===== src/rtl/seg7_capture.sv =====
// Reads back an active-low 7-segment bus, waits for it to settle,
// and hands the decoded digit out over a valid/ready interface.
module seg7_capture #(
    parameter int STABLE_CYCLES = 4,
    parameter int CNT_W         = 3
) (
    input  logic       clk,
    input  logic       rst_n,
    input  logic [6:0] seg_in,
    input  logic       seg_en,
    output logic       out_valid,
    input  logic       out_ready,
    output logic [2:0] out_digit,
    output logic       out_err,
    output logic       busy
);

    typedef enum logic [1:0] {
        IDLE,
        SETTLE,
        VALID,
        WAIT_CHG
    } state_t;

    localparam logic [CNT_W:0] TARGET =
        (CNT_W + 1)'(STABLE_CYCLES);
    localparam logic [CNT_W-1:0] CNT_MAX = '1;
    localparam logic [CNT_W-1:0] CNT_ONE = CNT_W'(1);
    localparam logic [CNT_W:0] INC_ONE = (CNT_W + 1)'(1);
    localparam bit ONE_SHOT = (STABLE_CYCLES == 1);

    if (STABLE_CYCLES < 1 ||
        STABLE_CYCLES > (1 << CNT_W) - 1) begin : g_cfg_err
        $error("seg7_capture: CNT_W cannot hold STABLE_CYCLES");
    end

    state_t           state_q, state_d;
    logic [CNT_W-1:0] cnt_q, cnt_d;
    logic [6:0]       cap_q, cap_d;
    logic             valid_q, valid_d;
    logic [2:0]       digit_q, digit_d;
    logic             err_q, err_d;
    logic             load_res;
    logic             changed;
    logic [CNT_W:0]   cnt_inc;
    logic [2:0]       dec_digit;
    logic             dec_err;

    assign changed = (seg_in != cap_q);
    assign cnt_inc = {1'b0, cnt_q} + INC_ONE;

    // Decode seg_in: whenever a result is loaded, the pattern
    // being captured equals seg_in on that edge.
    always_comb begin
        dec_digit = 3'd0;
        dec_err   = 1'b0;
        unique case (1'b1)
            (seg_in == 7'h01): dec_digit = 3'd0;
            (seg_in == 7'h4F): dec_digit = 3'd1;
            (seg_in == 7'h12): dec_digit = 3'd2;
            (seg_in == 7'h06): dec_digit = 3'd3;
            (seg_in == 7'h4C): dec_digit = 3'd4;
            (seg_in == 7'h24): dec_digit = 3'd5;
            (seg_in == 7'h20): dec_digit = 3'd6;
            (seg_in == 7'h0F): dec_digit = 3'd7;
            default:           dec_err   = 1'b1;
        endcase
    end

    // Next-state, capture/count and result register logic.
    always_comb begin
        state_d  = state_q;
        cnt_d    = cnt_q;
        cap_d    = cap_q;
        valid_d  = valid_q;
        digit_d  = digit_q;
        err_d    = err_q;
        load_res = 1'b0;
        unique case (state_q)
            IDLE: begin
                if (seg_en) begin
                    cap_d    = seg_in;
                    cnt_d    = CNT_ONE;
                    state_d  = ONE_SHOT ? VALID : SETTLE;
                    load_res = ONE_SHOT;
                end
            end
            SETTLE: begin
                if (!seg_en) begin
                    state_d = IDLE;
                    cnt_d   = '0;
                end else if (changed) begin
                    cap_d = seg_in;
                    cnt_d = CNT_ONE;
                    if (ONE_SHOT) begin
                        state_d  = VALID;
                        load_res = 1'b1;
                    end
                end else begin
                    if (cnt_q != CNT_MAX) cnt_d = cnt_q + CNT_ONE;
                    if (cnt_inc >= TARGET) begin
                        state_d  = VALID;
                        load_res = 1'b1;
                    end
                end
            end
            VALID: begin
                if (out_ready) begin
                    valid_d = 1'b0;
                    if (seg_en && changed) begin
                        state_d = SETTLE;
                        cap_d   = seg_in;
                        cnt_d   = CNT_ONE;
                    end else begin
                        state_d = WAIT_CHG;
                    end
                end
            end
            WAIT_CHG: begin
                if (!seg_en) begin
                    state_d = IDLE;
                end else if (changed) begin
                    state_d = SETTLE;
                    cap_d   = seg_in;
                    cnt_d   = CNT_ONE;
                end
            end
            default: state_d = IDLE;
        endcase
        if (load_res) begin
            valid_d = 1'b1;
            digit_d = dec_err ? 3'd0 : dec_digit;
            err_d   = dec_err;
        end
    end

    // State and output registers, cleared at once by reset.
    always_ff @(posedge clk or negedge rst_n) begin
        if (!rst_n) begin
            state_q <= IDLE;
            cnt_q   <= '0;
            cap_q   <= 7'h7F;
            valid_q <= 1'b0;
            digit_q <= 3'd0;
            err_q   <= 1'b0;
        end else begin
            state_q <= state_d;
            cnt_q   <= cnt_d;
            cap_q   <= cap_d;
            valid_q <= valid_d;
            digit_q <= digit_d;
            err_q   <= err_d;
        end
    end

    assign out_valid = valid_q;
    assign out_digit = digit_q;
    assign out_err   = err_q;
    assign busy      = (state_q != IDLE);

endmodule


===== config.mk =====
export PLATFORM = sky130hd
export DESIGN_NAME = seg7_capture
export DESIGN_NICKNAME = d
export VERILOG_FILES = /design/src/rtl/seg7_capture.sv
export SDC_FILE = /design/constraint.sdc
export NUM_CORES = 1
export LEC_CHECK = 0
export ABC_AREA = 1
export CAP_MARGIN = 20
export CORE_MARGIN = 3
export CORE_UTILIZATION = 36
export DETAILED_ROUTE_END_ITERATION = 10
export GPL_ROUTABILITY_DRIVEN = 0
export PLACE_DENSITY = 0.65
export SYNTH_ARGS = -nofsm -noshare
export SYNTH_HDL_FRONTEND = slang
export SYNTH_SLANG_ARGS = --single-unit

===== constraint.sdc =====
create_clock -name clk -period 3.8 [get_ports clk]
set_input_delay 0.57 -clock clk [delete_from_list [all_inputs] [get_ports clk]]
set_output_delay 0.57 -clock clk [all_outputs]
set_load 0.005 [all_outputs]

==> run metrics <==
crit path cell chain nor2_1, inv_1, clkdlybuf4s50_1; Unique masters post-synth 23; power per cell area about 530 nW/um^2; Layout Cells excl Fill 247; Pwr Total 0.7645 mW; Num CTS Buffers 3; most common cell after layout, fill and taps aside nand2_1; cts repair resizes 0; Post-DRT Antenna Nets 0; WP buf/inv 2; sw frac a little over two fifths; CP Launch Type register; Hold Path Class register to register; CTS tree done; WL per Instance roughly 11 um; Slew @ Worst Pin around 0.77 ns; final hold violations 0; HP Start cap_q[0]; Worst Skew around 0.011 ns; unrepaired setup endpoints after global routing false; Rows 20; Syn Std Cell Area 1209 sq um; Post-Route WL about 2600 um; Critical Path Fanout Max 4; commonest cells after routing, fill and taps aside nand2_1, inv_1, nor2_1, clkdlybuf4s50_1, nand3_1; Syn Area/Cell 6.569 sq um; combinational share of power between 40% and 50%; DR vias/cell ~4.5; max_cap viols 0; WS Path Type register to primary output; WHS Path Cells 2; clock tree sinks 17; initial DRC count between 70 and 80; yosys warns 0; Yosys reg bits 17; Gate Count Post-Synth 184; Post-Syn Nets about 200; die width about 64 um; CP endpoint kind primary output; Initial Util 38.64%; DP Cell Count ~240; setup TNS 0 ns; maximum vdd drop approximately 0.00021 V; register area share after synthesis between 30% and 40%; fmax between 400 and 500 MHz; Worst R2R Setup Slack between 2 and 2.5 ns; number of setup buffers added after CTS 0; Max Root-Sink Buffers 2; Remaining DRCs 0; internal power around 0.44 mW; DIE AREA between 4000 and 5000 sq um; Final Max Tran Viols 0; delay-heaviest family, CP buffers and inverters; global-route wire length before repair 4685 um; # IOs 17; clk_lat worst skew 0.29 ns; Critical R2R Capture out_digit[1]; Clock power frac between 10% and 20%; # setup viols final 0; grt total ovfl 0; Worst Hold End cap_q[0]; initial antenna violation count 0; final period utilization ~53%; first-pass iteration count of the detailed router 4; Port Buffer Count 16; Psw ~0.33 mW; Req. time, crit path 3.23 ns; hold_buf cts 0; status finished clean; hpwl dp between 2000 and 2500 um; NumNets Final between 200 and 250; Leak between 0.7 and 0.8 nW; CP max stage cell clkdlybuf4s50_1; area grow syn2layout 18.32%; Worst Path Arrival ~1.5 ns; CTS H-tree depth 1; vias in the first global route approximately 1100; largest net degree at the start of global routing 18; R2R depth 8; Max-slew headroom about half; gr usage total between 10 and 15%; Vias 1116; RR Startpoint cnt_q[0]; Worst-path clk slew ~0.10 ns; minimum clock period approximately 2.0 ns; CORE AREA ~3100 sq um; crit-path max cell delay between 0.4 and 0.5 ns; Die Span Y around 64 um; root buf cell clkbuf_4; Ant. Diodes 0; layout cell share with drive strength beyond 1 between 10% and 20%; Reg power frac between 40% and 50%
==> power groups by stage <==
| stage | Sequential, mW | Clock (mW) | Combinational [mW] |
|---|---|---|---|
| final | 0.319 | 0.0981 | 0.347 |
| after global routing | 0.327 | 0.112 | 0.397 |
| after CTS | 0.318 | 0.102 | 0.347 |
| after detailed placement | 0.321 | 0 | 0.346 |
| after global placement | 0.321 | 0 | 0.343 |
| after floorplan | 0.307 | 0 | 0.295 |
==> metrics by stage <==
stage	instance area [sq um]	utilization, %	setup WS, ns	hold WS, ns
finish	1430	45.72	1.767	0.4916
floorplan	1209	-	2.246	0.2744
global route	1430	45.72	1.641	0.5012
CTS	1430	45.72	1.773	0.4962
detailed placement	1404	44.88	1.518	0.4744
global placement	1404	44.88	1.535	0.4707
==> layer usage <==
metal	GRT usage (%)	wire, um	up-vias
met5	0	0	-
met4	3.235	0	0
met3	2.636	69	0
met2	22.58	1177	23
met1	20.22	1382	484
li1	-	-	609
==> flip-flops by register name, indices dropped and copies added (netlist names) <==
signal,cells
cap_q,7
cnt_q,3
out_digit,3
out_err,1
out_valid,1
state_q,2
==> synth_stat cells, drive strengths merged <==
cell type / count / area share [%]
nand2: 74 / 24
inv: 30 / 9.3
nor2: 17 / 5.5
nand3: 13 / 5.4
dfrtp: 10 / 21
o21ai: 10 / 5.4
nor3: 9 / 3.7
dfstp: 7 / 15
nand4: 4 / 2.6
ha: 2 / 2.1
xnor2: 2 / 1.4
a21oi: 1 / 0.41
a31oi: 1 / 0.52
buf: 1 / 1.7
clkinv: 1 / 0.31
nand3b: 1 / 0.62
xor2: 1 / 0.72
==> worst max path at each step <==
stage	start	to	slack, ns	cells past startpoint
2_1_floorplan	seg_in[5]	out_digit[1]	2.25	10
3_3_place_gp	seg_in[5]	out_digit[1]	1.53	11
3_5_place_dp	seg_in[5]	out_digit[1]	1.52	11
4_1_cts	state_q[0]	busy	1.77	3
5_1_grt	seg_in[6]	out_digit[1]	1.64	11
6_report	state_q[0]	busy	1.77	3
==> cell families after synthesis <==
| kind of cell | Yosys count | share of synthesized area [%] |
|---|---|---|
| simple gates | 118 | 42.24 |
| buf+inv | 32 | 11.28 |
| flops | 17 | 35.92 |
| compound gates | 12 | 6.314 |
| xor+xnor | 3 | 2.174 |
| fa+ha+maj | 2 | 2.070 |
==> worst reg2reg max path, cell delays in order (launching register included) <==
cell and delay, ns:
dfrtp_1 0.44, ha_1 0.22, ha_1 0.26, inv_1 0.07, nand2_1 0.09, nand4_2 0.16, clkinv_1 0.13, o21ai_0 0.15
inv_1 0.05
==> area by class of cell <==
| cell class | instances | area, sq um |
|---|---|---|
| Fill cell | 322 | 1698 |
| Multi-Input combinational cell | 135 | 638.1 |
| Sequential cell | 17 | 434.2 |
| Timing Repair Buffer | 16 | 160.2 |
| Inverter | 31 | 116.4 |
| Tap cell | 44 | 55.05 |
| Clock buffer | 4 | 26.28 |
No activity file was read; power rests on OpenSTA's default activity.
